### src/rtl/fetch_ctrl.sv
// fetch_ctrl: instruction-fetch controller around the PC register.
// Issues in-order imem requests at pc_cur, buffers responses with their PC in a
// DEPTH-entry in-order queue and hands them to decode via valid/ready.
// A redirect empties the queue; responses still owed to squashed requests are
// counted in drop_cnt_r and discarded as they arrive.
module fetch_ctrl #(
    parameter int DEPTH = 2,
    parameter int PTR_W = 1
) (
    input  logic        clk,
    input  logic        rst_n,
    input  logic [31:0] pc_cur,
    output logic [31:0] pc_new,
    output logic        imem_req_valid,
    input  logic        imem_req_ready,
    output logic [31:0] imem_req_addr,
    input  logic        imem_resp_valid,
    input  logic [31:0] imem_resp_data,
    input  logic        redirect_valid,
    input  logic [31:0] redirect_pc,
    output logic        id_valid,
    input  logic        id_ready,
    output logic [31:0] id_inst,
    output logic [31:0] id_pc
);

    localparam int CNT_W = PTR_W + 1;
    localparam int OCC_W = CNT_W + 1;

    // queue storage
    logic [31:0]      pc_q_r   [DEPTH];
    logic [31:0]      inst_q_r [DEPTH];
    logic [DEPTH-1:0] filled_r;

    // pointers and occupancy
    logic [PTR_W-1:0] wr_ptr_r;
    logic [PTR_W-1:0] fill_ptr_r;
    logic [PTR_W-1:0] rd_ptr_r;
    logic [CNT_W-1:0] count_r;      // allocated entries (filled or not)
    logic [CNT_W-1:0] inflight_r;   // allocated entries still waiting for their response
    logic [CNT_W-1:0] drop_cnt_r;   // responses owed to squashed requests
    logic             run_r;        // low during reset so no request issues while held

    logic [OCC_W-1:0] occ_s;
    logic             req_valid_s;
    logic             req_fire_s;
    logic             fill_s;
    logic             drop_resp_s;
    logic             id_valid_s;
    logic             pop_s;

    // handshake qualifiers derived from registered state and this cycle's inputs
    always_comb begin
        occ_s       = OCC_W'(count_r) + OCC_W'(drop_cnt_r);
        req_valid_s = run_r & ~redirect_valid & (occ_s < OCC_W'(DEPTH));
        req_fire_s  = req_valid_s & imem_req_ready;
        drop_resp_s = imem_resp_valid & (drop_cnt_r != CNT_W'(0));
        fill_s      = imem_resp_valid & (drop_cnt_r == CNT_W'(0));
        id_valid_s  = filled_r[rd_ptr_r] & ~redirect_valid;
        pop_s       = id_valid_s & id_ready;
    end

    // next PC: redirect beats a fetch advance, otherwise hold
    always_comb begin
        pc_new = pc_cur;
        if (redirect_valid) begin
            pc_new = redirect_pc;
        end else if (req_fire_s) begin
            pc_new = pc_cur + 32'd4;
        end else begin
            pc_new = pc_cur;
        end
    end

    // output port drive; address follows the PC register so it is stable while stalled
    always_comb begin
        imem_req_valid = req_valid_s;
        imem_req_addr  = pc_cur;
        id_valid       = id_valid_s;
        id_inst        = inst_q_r[rd_ptr_r];
        id_pc          = pc_q_r[rd_ptr_r];
    end

    // queue, pointer and drop-counter state update
    always_ff @(posedge clk or negedge rst_n) begin
        if (!rst_n) begin
            for (int i = 0; i < DEPTH; i++) begin
                pc_q_r[i]   <= 32'h0000_0000;
                inst_q_r[i] <= 32'h0000_0000;
            end
            filled_r   <= {DEPTH{1'b0}};
            wr_ptr_r   <= PTR_W'(0);
            fill_ptr_r <= PTR_W'(0);
            rd_ptr_r   <= PTR_W'(0);
            count_r    <= CNT_W'(0);
            inflight_r <= CNT_W'(0);
            drop_cnt_r <= CNT_W'(0);
            run_r      <= 1'b0;
        end else begin
            run_r <= 1'b1;
            if (redirect_valid) begin
                // every unfilled entry still has a response coming; a response
                // arriving right now settles one of those debts immediately
                filled_r   <= {DEPTH{1'b0}};
                wr_ptr_r   <= PTR_W'(0);
                fill_ptr_r <= PTR_W'(0);
                rd_ptr_r   <= PTR_W'(0);
                count_r    <= CNT_W'(0);
                inflight_r <= CNT_W'(0);
                drop_cnt_r <= drop_cnt_r + inflight_r - CNT_W'(imem_resp_valid);
            end else begin
                if (req_fire_s) begin
                    pc_q_r[wr_ptr_r]   <= pc_cur;
                    filled_r[wr_ptr_r] <= 1'b0;
                    wr_ptr_r           <= wr_ptr_r + PTR_W'(1);
                end
                if (fill_s) begin
                    inst_q_r[fill_ptr_r] <= imem_resp_data;
                    filled_r[fill_ptr_r] <= 1'b1;
                    fill_ptr_r           <= fill_ptr_r + PTR_W'(1);
                end
                if (pop_s) begin
                    filled_r[rd_ptr_r] <= 1'b0;
                    rd_ptr_r           <= rd_ptr_r + PTR_W'(1);
                end
                case ({req_fire_s, pop_s})
                    2'b10:   count_r <= count_r + CNT_W'(1);
                    2'b01:   count_r <= count_r - CNT_W'(1);
                    default: count_r <= count_r;
                endcase
                case ({req_fire_s, fill_s})
                    2'b10:   inflight_r <= inflight_r + CNT_W'(1);
                    2'b01:   inflight_r <= inflight_r - CNT_W'(1);
                    default: inflight_r <= inflight_r;
                endcase
                if (drop_resp_s) begin
                    drop_cnt_r <= drop_cnt_r - CNT_W'(1);
                end else begin
                    drop_cnt_r <= drop_cnt_r;
                end
            end
        end
    end

endmodule
### config.mk
export PLATFORM = sky130hd
export DESIGN_NAME = fetch_ctrl
export DESIGN_NICKNAME = d
export VERILOG_FILES = /design/src/rtl/fetch_ctrl.sv
export SDC_FILE = /design/constraint.sdc
export NUM_CORES = 1
export LEC_CHECK = 0
export CORE_MARGIN = 5
export CORE_UTILIZATION = 26
export CTS_CLUSTER_DIAMETER = 150
export CTS_CLUSTER_SIZE = 10
export DETAILED_ROUTE_END_ITERATION = 10
export SYNTH_ARGS = -nofsm -noshare
export SYNTH_HDL_FRONTEND = slang
export SYNTH_SLANG_ARGS = --single-unit
### constraint.sdc
create_clock -name clk -period 3.35 [get_ports clk]
set_input_delay 0.67 -clock clk [delete_from_list [all_inputs] [get_ports clk]]
set_output_delay 0.67 -clock clk [all_outputs]
set_load 0.03 [all_outputs]
==> results summary, run 1 <==
Setup repair after global routing could not meet its margin everywhere. The die span in y is 180.1 um. The adder-cell share of the synthesized area is 0.009310. The total global routing track utilization came out at 0.1431. OpenSTA, run right after detailed placement, puts the worst setup slack at -0.4334 ns. The total via count in the routed design is 6139. The instance area at placement came out at between 10000 and 15000 um2. The cell row count came out at slightly above 60.

The per-cell routed wire length is between 15 and 20 um. The library cell used most frequently in the layout, excluding fill and tap cells, is sky130_fd_sc_hd__mux2_2. The total overflow left after global routing is 0. The final-report hold violation count came out at 0.

The parity-gate share of the synthesized area counting xor and xnor cells is 0.01862. Setup violations remaining at the end of the flow were counted as 27. Summed over all cells, the static leakage comes to 4.983 nW.

Among all flip-flop cells after synthesis, the most frequent one is sky130_fd_sc_hd__dfrtp_1. The slew at the pin closest to its max-slew limit came out at 0.7602 ns. Of the total synthesized cell area, the portion taken by AND, OR, NAND and NOR gates is 0.1067.

The worst endpoint required time came out at ~2.7 ns. The first global-routing pass estimated 37130 um of wire. The worst register-to-register path begins at drop_cnt_r[0]. The cell taking the most area after synthesis is sky130_fd_sc_hd__dfrtp_1. Once detail routing completed, the nets flagged for antenna violations numbered 0. In this run the horizontal extent of the chip is between 150 and 200 um. The worst setup margin came out at -0.4689 ns.

In this run the worst setup path begins at drop_cnt_r[0]. The tightest hold path in the finished design has a slack of approximately 0.29 ns. Entering global routing, the biggest net connects between 70 and 80 pins. STA classifies the critical path startpoint as a flop. The top cell types in the final layout, fill and taps aside, are sky130_fd_sc_hd__mux2_2, sky130_fd_sc_hd__clkdlybuf4s50_1, sky130_fd_sc_hd__dfrtp_1, sky130_fd_sc_hd__buf_4, sky130_fd_sc_hd__nand2_1. VDD sags by at most 0.4632 mV. The complex-gate fraction of the synthesized area came to 0.05586. The CTS sink count came out at between 100 and 150. The top achievable clock speed came out at about 260 MHz. The biggest fanout along the worst timing path is 4. TritonCTS built the clock tree. The logic depth of the worst register-to-register path came out at 8. In this run the tightest slew margin relative to its limit is 0.4932.

Of the post-synthesis cell area, the part taken by muxes is 0.2869. The proportion of synthesized chip area in sequential cells is 0.4655. The number of pins exceeding their max-slew limit in the final report came out at 0. The average footprint of a synthesized cell is ~12 um2. The finished cells cover between 10000 and 15000 um2. During synthesis, Yosys emitted a total of 0 warnings. The portion of synthesized cell area occupied by the leading cell type came out at 0.4655. The number of enable-type register cells in the synthesized netlist came out at 0.

The post-route setup TNS came out at -6.647 ns. For this run, design rule violations remaining after detail routing come to 0. The number of antenna violations at the first check in global routing came out at 0. The final reports fail on setup timing. The kind of end point of the critical path is an output port.

The final critical path time including I/O delays and setup came out at ~3.8 ns. The post-detailed-route via-to-cell ratio came out at about 4.7. The number of nets in the synthesized netlist is 750. Wires add up to roughly 24000 um. The I/O pin total is roughly 230. The count of mapped cells out of synthesis is between 600 and 700.

The synthesized area came out at around 7500 um2. In this run the critical register-to-register path is captured at pc_q_r[51]. The iteration count of the initial detailed-routing pass came out at 4. The run finished, with violations left. The critical path in this run is classified as flop to output port. The area of the placeable core came out at between 20000 and 30000 um2.

Of the available clock period, the critical path in the final layout requires 1.140. The synthesized netlist contains 48 unique library cells. Of all flip-flops after synthesis, the portion carrying an async set or reset was 1.000. In this run the clock root is driven by a sky130_fd_sc_hd__clkbuf_16.

The class of the tightest hold or removal check is primary input to async pin. The data arrival time at the worst-slack endpoint is ~3.2 ns. The initial utilization of the core area, before any placement, comes to 0.2629. The setup slack of the most critical reg-to-reg path is 0.69 ns. The area growth from synthesis to layout came out at 55.03%. The via count of the first global-routing pass came to around 6400.

For this block, the initial DRC count from the detailed router was roughly 150. After clock tree synthesis, the clock-pin slew on the worst setup and hold paths is approximately 0.060 ns. After synthesis, the largest family of logic cells by area is multiplexers. The clock buffer count from CTS came out at 17. The number of levels the H-tree was split into is 4. The number of max-cap violations is 0. By area the synthesized netlist is led by sky130_fd_sc_hd__dfrtp_1, sky130_fd_sc_hd__mux2_2, sky130_fd_sc_hd__buf_4, sky130_fd_sc_hd__or4_1, sky130_fd_sc_hd__xnor2_1. The power density over the cells is approximately 750 nW/um2. The clock skew is between 0.01 and 0.015 ns. The number of synthesized register bits came out at 140.

The half-perimeter wire length of the detailed placement result came out at roughly 17000 um. The number of port buffers is between 200 and 250. The number of antenna diodes in the final layout is 0. The buffer depth of the longest clock path is 2. The share of post-route cells with drive strength above 1 came out at 0.4295. At the end of routability-driven placement, the weighted congestion stood at about 0.84. The clock network latency to the later pin of the worst-skew pair came out at roughly 0.42 ns. The net count reported at finish came out at 1030. The die covers between 30000 and 40000 um2.
-- cell type report --
| class | instances | area (um2) |
|---|---|---|
| Clock buffer | 18 | 439.2 |
| Sequential cell | 140 | 3507 |
| Timing Repair Buffer | 329 | 3107 |
| Tap cell | 384 | 480.5 |
| Clock inverter | 14 | 158.9 |
| Inverter | 10 | 37.54 |
| Multi-Input combinational cell | 425 | 3938 |
| Fill cell | 2740 | 16960 |
-- where the power goes --
group	switching [mW]	internal, mW	total (mW)
Combinational	2.03	2.08	4.11
Clock	0.790	1.13	1.92
Sequential	0.327	2.36	2.69
-- timing repair --
action                     CTS  global route
setup buffers                5             5
cloned                       1             0
setup endpoints to repair   30            29
pin swaps                   38            11
gates resized for setup     61            10
hold buffers                 0             0
-- state kept, by name, summed over array words and instances, names as in the netlist --
signal	flops
count_r	2
drop_cnt_r	2
fill_ptr_r	1
filled_r	2
inflight_r	2
inst_q_r	64
pc_q_r	64
rd_ptr_r	1
run_r	1
wr_ptr_r	1
-- cells in the mapped netlist, types with 3 or more instances --
cell	instances
sky130_fd_sc_hd__a21oi_1	4
sky130_fd_sc_hd__a31oi_1	15
sky130_fd_sc_hd__and2_1	4
sky130_fd_sc_hd__and3_1	4
sky130_fd_sc_hd__and4_1	3
sky130_fd_sc_hd__buf_1	8
sky130_fd_sc_hd__buf_4	32
sky130_fd_sc_hd__clkbuf_1	27
sky130_fd_sc_hd__dfrtp_1	140
sky130_fd_sc_hd__ha_1	4
sky130_fd_sc_hd__inv_1	9
sky130_fd_sc_hd__mux2_2	190
sky130_fd_sc_hd__nand2_1	32
sky130_fd_sc_hd__nand2b_1	3
sky130_fd_sc_hd__nand3_1	14
sky130_fd_sc_hd__nand4_1	14
sky130_fd_sc_hd__nor2_1	26
sky130_fd_sc_hd__nor3_1	7
sky130_fd_sc_hd__nor3b_1	3
sky130_fd_sc_hd__nor4_1	3
sky130_fd_sc_hd__o211ai_1	5
sky130_fd_sc_hd__o21ai_0	19
sky130_fd_sc_hd__o31ai_1	12
sky130_fd_sc_hd__or3_1	5
sky130_fd_sc_hd__or4_1	20
sky130_fd_sc_hd__xnor2_1	14
-- how the worst max path moves through the flow --
stage	end	depth (start not counted)
finish	pc_new[27]	8
floorplan	pc_new[31]	7
detailed placement	pc_new[31]	6
CTS	pc_new[17]	8
global route	pc_new[11]	8
global placement	pc_new[31]	6
-- routing by layer --
metal  wire length (um)  vias to the layer above  GRT usage
li1                   -                     2903          -
met1              10920                     3014     0.1908
met3               1679                       24    0.04764
met4                378                        0    0.03993
met2              10710                      198     0.2234
met5                  0                        -          0
-- logic make-up after synthesis --
logic type,after synthesis
mux,192
other cells,1
buf+inv,79
xor+xnor,16
simple gates,145
fa+ha+maj,5
flops,140
compound gates,65
-- worst max-delay path, cell delays in order, from the launching register on --
cell and delay (ns):
sky130_fd_sc_hd__dfrtp_1 0.38, sky130_fd_sc_hd__and2_4 0.16, sky130_fd_sc_hd__fa_1 0.45, sky130_fd_sc_hd__or3b_4 0.44
sky130_fd_sc_hd__buf_6 0.14, sky130_fd_sc_hd__or3_4 0.36, sky130_fd_sc_hd__or4_4 0.50, sky130_fd_sc_hd__a31oi_4 0.17
sky130_fd_sc_hd__buf_6 0.15
-- stage by stage --
step	utilization	power, mW	std cells
2_1_floorplan	-	5.134	643
3_3_place_gp	0.3752	6.684	1278
3_5_place_dp	0.3752	6.742	1278
4_1_cts	0.4048	8.789	1315
5_1_grt	0.4076	9.219	1320
6_report	0.4076	8.721	1320
(Power assumes the default switching activity.)
==> run 2: changes to the inputs <==
CORE_UTILIZATION = 43   (was 26)
MAX_ROUTING_LAYER = met4   (was default)
PLACE_DENSITY = 0.77   (was default)
SKIP_LAST_GASP = 1   (was default)
==> results summary, run 2 (synthesized netlist as in run 1, its figures left out) <==
The peak ir drop on the vdd network is ~0.54 mV. The remaining max-slew budget at the tightest pin came out at 0.4234. The final-report setup violation count is 26. The slew at the pin closest to its max-slew limit came out at roughly 0.86 ns.

The floorplan has 48 rows. The die covers around 20000 um2. The multi-input gate area in the final layout came out at 3998 um2. Setup repair after global routing could not meet its margin everywhere. The iteration count of the initial detailed-routing pass is 4. The starting utilization of the core area came out at 0.4366.

The clock transition at the registers of the reported paths came out at roughly 0.070 ns. The first routing iteration left 153 violations. The share of the clock period used by the worst path after layout is 1.169. The clock skew came out at between 0.008 and 0.009 ns. After detailed routing, the number of remaining DRC violations is 0. The layout has around 1300 filler cells. After layout, the worst setup slack is -0.5663 ns.

The final critical path time including I/O delays and setup came out at approximately 3.9 ns. For flop-to-flop paths, the worst setup slack is around 0.7 ns. The number of port buffers came out at between 200 and 250.

The placed instances occupy a cell area of between 10000 and 15000 um2. The final-report hold violation count is 0. The total global routing track utilization is 0.2238. The number of max-cap violations is 0. Leaving out fill and tap cells, the most frequent cells in the layout are sky130_fd_sc_hd__mux2_2, sky130_fd_sc_hd__clkdlybuf4s50_1, sky130_fd_sc_hd__dfrtp_1, sky130_fd_sc_hd__buf_4, sky130_fd_sc_hd__nand2_1.

The post-detailed-route count of antenna-violating nets came out at 0. The biggest fanout along the worst timing path came out at 7. The root buffer cell chosen for the clock tree is sky130_fd_sc_hd__clkbuf_16. The I/O pin total is between 200 and 250. The floorplan step set the die height to approximately 140 um.

The half-perimeter wire length of the detailed placement result came out at between 15000 and 20000 um. The clock network latency to the later pin of the worst-skew pair came out at roughly 0.42 ns. The wire length of the first global-routing pass came out at approximately 35000 um.

The CTS sink count came out at 140. The class of the tightest hold or removal check is primary input to async pin. After routing the design area is about 11000 um2. The via count of the first global-routing pass is 6482. The flow ran to the end, but the final reports show violations. The number of pins exceeding their max-slew limit in the final report came to 0. The share of post-route cells with drive strength above 1 is 0.4330. The number of levels the H-tree was split into is 4. By startpoint and endpoint, the worst setup path is classified as flop to output port. STA classifies the critical path startpoint as a flop. In the routed layout, each cell is associated on average with a via count of approximately 5.3. The clock passes through at most 2 buffers. The final reports fail on setup timing. In this run, CTS created clock tree buffers numbering 17. Registers take approximately 3500 um2. The data arrival time at the worst-slack endpoint came out at ~3.3 ns. The largest net degree at the start of global routing came out at between 90 and 100. Final hold analysis gives a worst-case slack of ~0.34 ns.

The area of the placeable core came out at roughly 17000 um2. For this block, the routed nets add up to 21980 um of wire. Relative to the synthesized area, the layout overhead comes to 52.20%. The total overflow left after global routing is 0. The library cell used most frequently in the layout, excluding fill and tap cells, is sky130_fd_sc_hd__mux2_2. The routability congestion estimate from global placement came out at approximately 0.87. The worst endpoint required time is around 2.7 ns. The top achievable clock speed is 255.3 MHz. The largest registers in the layout are inst_q_r: 64 flops, pc_q_r: 64 flops. The width of the die came out at around 140 um. The share of the core filled with cells in the final layout is 0.6646. The post-route setup TNS is -8.590 ns. The net count of the finished layout is just over 1000. The kind of end point of the critical path is an output port.

The per-cell routed wire length is 18.96 um. The power density over the cells is about 750 nW/um2. The total via count in the routed design came out at 6165.

The clock tree from TritonCTS is yes. The number of antenna violations at the first check in global routing is 0. The leakage power came out at 5.004 nW.
==> run 2: layout make-up <==
| type | count | share of cell area |
|---|---|---|
| antenna | 1 | 0.0002185 |
| clock buffer | 17 | 0.03714 |
| timing repair buffer | 327 | 0.2663 |
| inverter | 10 | 0.003277 |
| multi-input combinational | 424 | 0.3490 |
| tap | 225 | 0.02458 |
| sequential | 140 | 0.3060 |
| clock inverter | 15 | 0.01354 |
==> run 2: critical path, stage by stage (launching register included) <==
cell and delay (ns):
sky130_fd_sc_hd__dfrtp_1 0.39, sky130_fd_sc_hd__and2_4 0.15, sky130_fd_sc_hd__fa_1 0.47, sky130_fd_sc_hd__or3b_4 0.40
sky130_fd_sc_hd__or4_4 0.50, sky130_fd_sc_hd__or4_4 0.58, sky130_fd_sc_hd__a31oi_4 0.20, sky130_fd_sc_hd__buf_6 0.15
==> run 2: what timing repair did <==
action,CTS,global route
hold buffers,0,0
cloned,1,0
gates resized for setup,58,26
endpoints found under the setup margin,28,31
pin swaps,20,19
buffers inserted,7,5
==> run 2: final timing paths <==
path / startpoint / to / cells after the start
worst max-delay path: drop_cnt_r[0] / pc_new[21] / 7
worst min-delay path: rst_n / pc_q_r[22] / 1
worst max register to register: drop_cnt_r[0] / pc_q_r[9] / 9
worst min register to register: pc_q_r[18] / pc_q_r[18] / 2
max in group asynchronous: rst_n / pc_q_r[42] / 2
min in group clk: pc_q_r[18] / pc_q_r[18] / 2
==> run 2: per-stage QoR <==
step / setup WS, ns / power, mW / cells
after floorplan: -0.1594 / 5.134 / 643
final: -0.5663 / 8.622 / 1159
after global routing: -0.6387 / 9.086 / 1158
after CTS: -0.5851 / 8.666 / 1154
after global placement: -0.3576 / 6.620 / 1114
after detailed placement: -0.4104 / 6.710 / 1114
==> run 2: report_power, final <==
| group | internal [mW] | leakage (nW) | switching (mW) |
|---|---|---|---|
| sequential | 2.36 | 1.80 | 0.318 |
| combinational | 2.06 | 2.92 | 2.05 |
| clock | 1.05 | 0.290 | 0.777 |
| total | 5.48 | 5.00 | 3.15 |
==> run 2: routing by layer <==
metal	global-route usage	up-vias	wire, um	share of wire
met5	-	-	0	0
met4	0.06753	0	501	0.023
met3	0.06082	30	1615	0.073
met2	0.3652	210	10660	0.48
met1	0.2730	3040	9202	0.42
li1	-	2885	-	-
==> patch 1: new RTL, flow settings as in run 2 <==
The parameter `DEPTH` goes from 2 to 4.
--- a/src/rtl/fetch_ctrl.sv
+++ b/src/rtl/fetch_ctrl.sv
@@ -4,7 +4,7 @@
 // A redirect empties the queue; responses still owed to squashed requests are
 // counted in drop_cnt_r and discarded as they arrive.
 module fetch_ctrl #(
-    parameter int DEPTH = 2,
+    parameter int DEPTH = 4,
     parameter int PTR_W = 1
 ) (
     input  logic        clk,
Function: changed (Yosys sat finds a counterexample within 4 cycles, from zero or initial values and one cycle with rst_n low).
==> patch 1 against run 2 <==
The flow still finishes with violations (negative setup slack); sequential cell count unchanged; design area decreased by 4.4%; synthesized area decreased by 0.45%; sequential share of layout area increased by 1.4 points; combinational power decreased by 20%; total power decreased by 11%; wire length decreased by 5.3%; cell count decreased by 2.2%; setup slack improved by 0.52 ns; critical endpoint is now pc_new[16]; largest cell class unchanged; largest power group unchanged.
==> patch 1: results <==
[final_layout]
buffer_area_share_pct = 26.07
stdcell_count = 1133
nClkBuffers = 24
inverters_excl_clock = 9
fill_cells = 1383
multi_input_area_sq_um = 3695
multi_input_comb_cells = 420
fin_nets = 1001
buffers = 306
clk_share_pct = 5.311
seq-cell-share_pct = 31.99
layout-drive-gt1-share_pct = 37.16

[setup_path]
reg2reg_slack_ns = 1.04
crit_path_max_fanout = 8
slowest_delay_ns = 0.52
critical_path_arrival_ns = 2.72

[place]
place.detailed.hpwl_um = 14500
io_buffers = 231
gp_congestion = 0.8304

[sta]
setup_viol = 2
worst_slack_ns = -0.04198
clock_skew_ns = 0.01212
max_slew_margin_pct = 51.42
fin_setup_tns_ns = -0.05041
whs_ns = 0.2668

[synthesis]
synth.avg_cell_area_sq_um = 11.74
postSynthNetCount = 745
synth_area_leaders = dfrtp_1, mux2_2, buf_4
yosysSeqAreaShare_pct = 46.76
synth_cell_types = 56

[detailed_routing]
wl_per_cell_um = 18.36
vias = 6050
drtIter0Drc = 300

[grt]
grt.total_usage_pct = 21.05
antenna_found_initial = 1
grt_pass1_wl_um = 32950
grt_pass1_vias = 6300

[power_and_ir_drop]
p_switching_mw = 2.637
p_comb_mw = 3.30
sw_frac_of_total_pct = 34.21
ir_drop_mv = 0.4473
leakagePower_nw = 4.788
seqPwrFrac_pct = 33.3

[clock_network]
hold_buffers = 0
clkLatencyLatePin_ns = 0.41
post_cts_resized = 26

[run_status]
status = complete, but fails checks
violations = negative setup slack
patch 1: cell types whose count changed after synthesis, moves of 4 or more:
cell / change
nand2_1: +4
mux2_1: +13
buf_2: +5
nand4_1: -7
and2_1: -4
mux2_2: -15
xor2_1: +4
xnor2_1: -5
patch 1: final timing paths:
kind / start / to / depth (start not counted)
worst max-delay path: drop_cnt_r[1]$_DFFE_PN0P_ / pc_new[16] / 6
worst min-delay path: rst_n / inst_q_r[75]$_DFFE_PN0P_ / 1
worst max register to register: count_r[1]$_DFFE_PN0P_ / pc_q_r[115]$_DFFE_PN0P_ / 6
worst min register to register: pc_q_r[82]$_DFFE_PN0P_ / pc_q_r[82]$_DFFE_PN0P_ / 2
max in group asynchronous: rst_n / rd_ptr_r$_DFFE_PN0P_ / 2
min in group clk: pc_q_r[82]$_DFFE_PN0P_ / pc_q_r[82]$_DFFE_PN0P_ / 2
patch 1: cells by family after synthesis:
family / after synthesis / share of synthesized area, %
other: 1 / 0.05005
AO/OA/AOI/OAI: 73 / 6.497
XOR/XNOR: 15 / 1.754
adder cells (fa/ha/maj): 5 / 0.8350
buffers and inverters: 79 / 5.761
AND/OR/NAND/NOR: 135 / 9.820
multiplexers: 190 / 28.52
flip-flops: 140 / 46.76
patch 1: metrics by stage:
stage / setup WS (ns) / cell area, sq um
final: -0.04198 / 10960
after floorplan: 0.05922 / 7492
after global placement: -0.1666 / 10110
after CTS: -0.05872 / 10780
after global routing: -0.1336 / 10960
after detailed placement: -0.2179 / 10110
patch 1: layer usage:
layer,GRT usage [%],vias up,part of all wire (%)
li1,-,2829,-
met3,4.066,27,5.3
met4,6.212,0,1.8
met1,26.15,3022,42
met5,-,-,0
met2,35.03,172,51
==> patch 2: new RTL, config.mk and constraints of run 2 <==
Without the edit above. Reset style: synchronous (`rst_n`), changed in one clocked block.
--- a/src/rtl/fetch_ctrl.sv
+++ b/src/rtl/fetch_ctrl.sv
@@ -82,7 +82,7 @@
     end
 
     // queue, pointer and drop-counter state update
-    always_ff @(posedge clk or negedge rst_n) begin
+    always_ff @(posedge clk) begin
         if (!rst_n) begin
             for (int i = 0; i < DEPTH; i++) begin
                 pc_q_r[i]   <= 32'h0000_0000;
Check against the original RTL: differs if rst_n is asserted again (counterexample within 4 cycles, from zero or initial values and one cycle with rst_n low); with rst_n held inactive, the same outputs for 4 cycles.
==> patch 2 against run 2 <==
The run still ends with negative setup slack left; setup slack better by 0.33 ns; design area down 4.8%; sequential cell count increased by 1; fmax up 9.1%; wire length fell by 9.9%; cell count is 3.6% lower; synthesized area shrank 1.3%; register-to-register slack worse by 0.32 ns; clock skew rose by 0.0012 ns; first-iteration DRC count grew 33%; largest cell class is now sequential cells; highest routed layer unchanged.
Power is not compared: it rests on default switching activity, and its combinational part moved more than twofold at a synthesized area within 25%.
==> patch 2: results <==
[detailed_routing]
routed_wl_um = 19790
drt-pass1-iter-count = 4
drtIter0Drc = 204
vias = 5555
wl_per_cell_um = 17.72

[grt]
grt_pass1_vias = 5812
grt_start_max_net_pins = 72
grt_pass1_wl_um = 30320
antenna_found_initial = 2
grt.total_usage_pct = 20.34

[sta]
fin_setup_tns_ns = -3.184
worst_slack_ns = -0.2382
max_slew_margin_pct = 69.40
clock_skew_ns = 0.01005
setup_viol = 29

[place]
placed_area_sq_um = 10140
gp_congestion = 0.8091
place.detailed.hpwl_um = 14610
dp.cells = 1079
io_buffers = 231
post-place-ws_ns = -0.4479

[synthesis]
synthTopCellsByCount = and2_1, edfxtp_1, mux2_2
synth.avg_cell_area_sq_um = 11.91
async_reset_ff_share_pct = 0
synth_cell_types = 42
yosys_warnings = 0
ys_ff_latch = 141
synth_area_leaders = edfxtp_1, and2_1, mux2_2
synth_edf_count = 128
postSynthNetCount = 733
yosysSeqAreaShare_pct = 55.24

[power_and_ir_drop]
leakagePower_nw = 4.224
ir_drop_mv = 0.3541

[clock_network]
cts_made_buffers = 17
htree_levels = 4
clkTransAtPathRegs_ns = 0.06
root_buffer = clkbuf_16
clk_path_buf_depth = 2
clkLatencyLatePin_ns = 0.42

[run_status]
violations = negative setup slack
status = complete, but fails checks

[final_layout]
layout-drive-gt1-share_pct = 26.07
reg.largest.list = inst_q_r x64, pc_q_r x64
fin_nets = 986
fill_cells = 1367

[setup_path]
worst_setup_path_start_kind = register
crit_path_max_fanout = 6
critical_path_arrival_ns = 2.92
reg2reg_from = count_r[0]$_SDFFE_PP0P_

[min_path]
hold_start = inflight_r[1]$_SDFFE_PP0P_
hp-class = register to register
## patch 2: final timing paths
| check | slack, ns | depth (start not counted) | end |
|---|---|---|---|
| hold reg to reg | 0.51 | 2 | inflight_r[1]$_SDFFE_PP0P_ |
| setup / recovery | -0.24 | 10 | pc_new[21] |
| hold / removal | 0.51 | 2 | inflight_r[1]$_SDFFE_PP0P_ |
| setup reg to reg | 0.40 | 11 | inflight_r[1]$_SDFFE_PP0P_ |
## patch 2: kinds of logic (layout without fill, tap and decap cells)
| kind of cell | Yosys count | count (layout) | share of synthesized area [%] |
|---|---|---|---|
| and+or+nand+nor | 257 | 257 | 20.29 |
| DFF | 141 | 141 | 55.24 |
| buffers and inverters | 71 | 337 | 5.406 |
| muxes | 70 | 70 | 10.56 |
| AOI/OAI and AO/OA | 40 | 40 | 2.745 |
| xor gates and xnor gates | 38 | 38 | 4.479 |
| adders and majority gates | 7 | 7 | 1.280 |
| other | 0 | 2 | 0 |
## patch 2: per-stage QoR
stage,hold slack (ns),power [mW],utilization (%)
after global placement,0.4881,3.035,59.26
after CTS,0.5082,4.881,63.39
final,0.5061,4.839,63.71
after floorplan,0.4694,2.587,-
after global routing,0.5251,5.031,63.71
after detailed placement,0.4942,3.049,59.26
## patch 2: worst max-delay path, cell delays in order, from the launching register on
cell and delay, ns:
dfxtp_2 0.31, and2_4 0.15, fa_1 0.45, or3b_4 0.44
buf_8 0.16, nor4b_4 0.21, buf_4 0.18, nand4_1 0.12
xor2_1 0.17, o21ai_1 0.13, buf_4 0.18
## patch 2: cell type report
type                       count  area share, %
sequential                   141          37.69
multi-input combinational    412          28.27
timing repair buffer         298          25.91
clock buffer                  18          3.935
tap                          225          2.581
clock inverter                14          1.331
inverter                       7         0.2409
antenna                        2        0.04589
## patch 2: metal layers
metal	routed length, um	track usage (%)	up-vias	part of all wire (%)
li1	-	-	2664	-
met1	7735	23.45	2627	39
met2	9897	33.51	230	50
met3	1615	6.033	34	8.2
met4	542	8.081	0	2.7
met5	0	-	-	0
## patch 2: power by group
| part | switching, mW | total, mW | internal [mW] | leakage, nW |
|---|---|---|---|---|
| Sequential | 0.0292 | 2.05 | 2.02 | 1.44 |
| Combinational | 0.530 | 0.985 | 0.455 | 2.51 |
| Clock | 0.714 | 1.81 | 1.09 | 0.274 |
## patch 2: repair_timing
| item | 4_1_cts | 5_1_grt |
|---|---|---|
| pin swaps | 16 | 16 |
| buffers inserted | 3 | 1 |
| gates resized for setup | 29 | 11 |
| setup endpoints to repair | 31 | 30 |
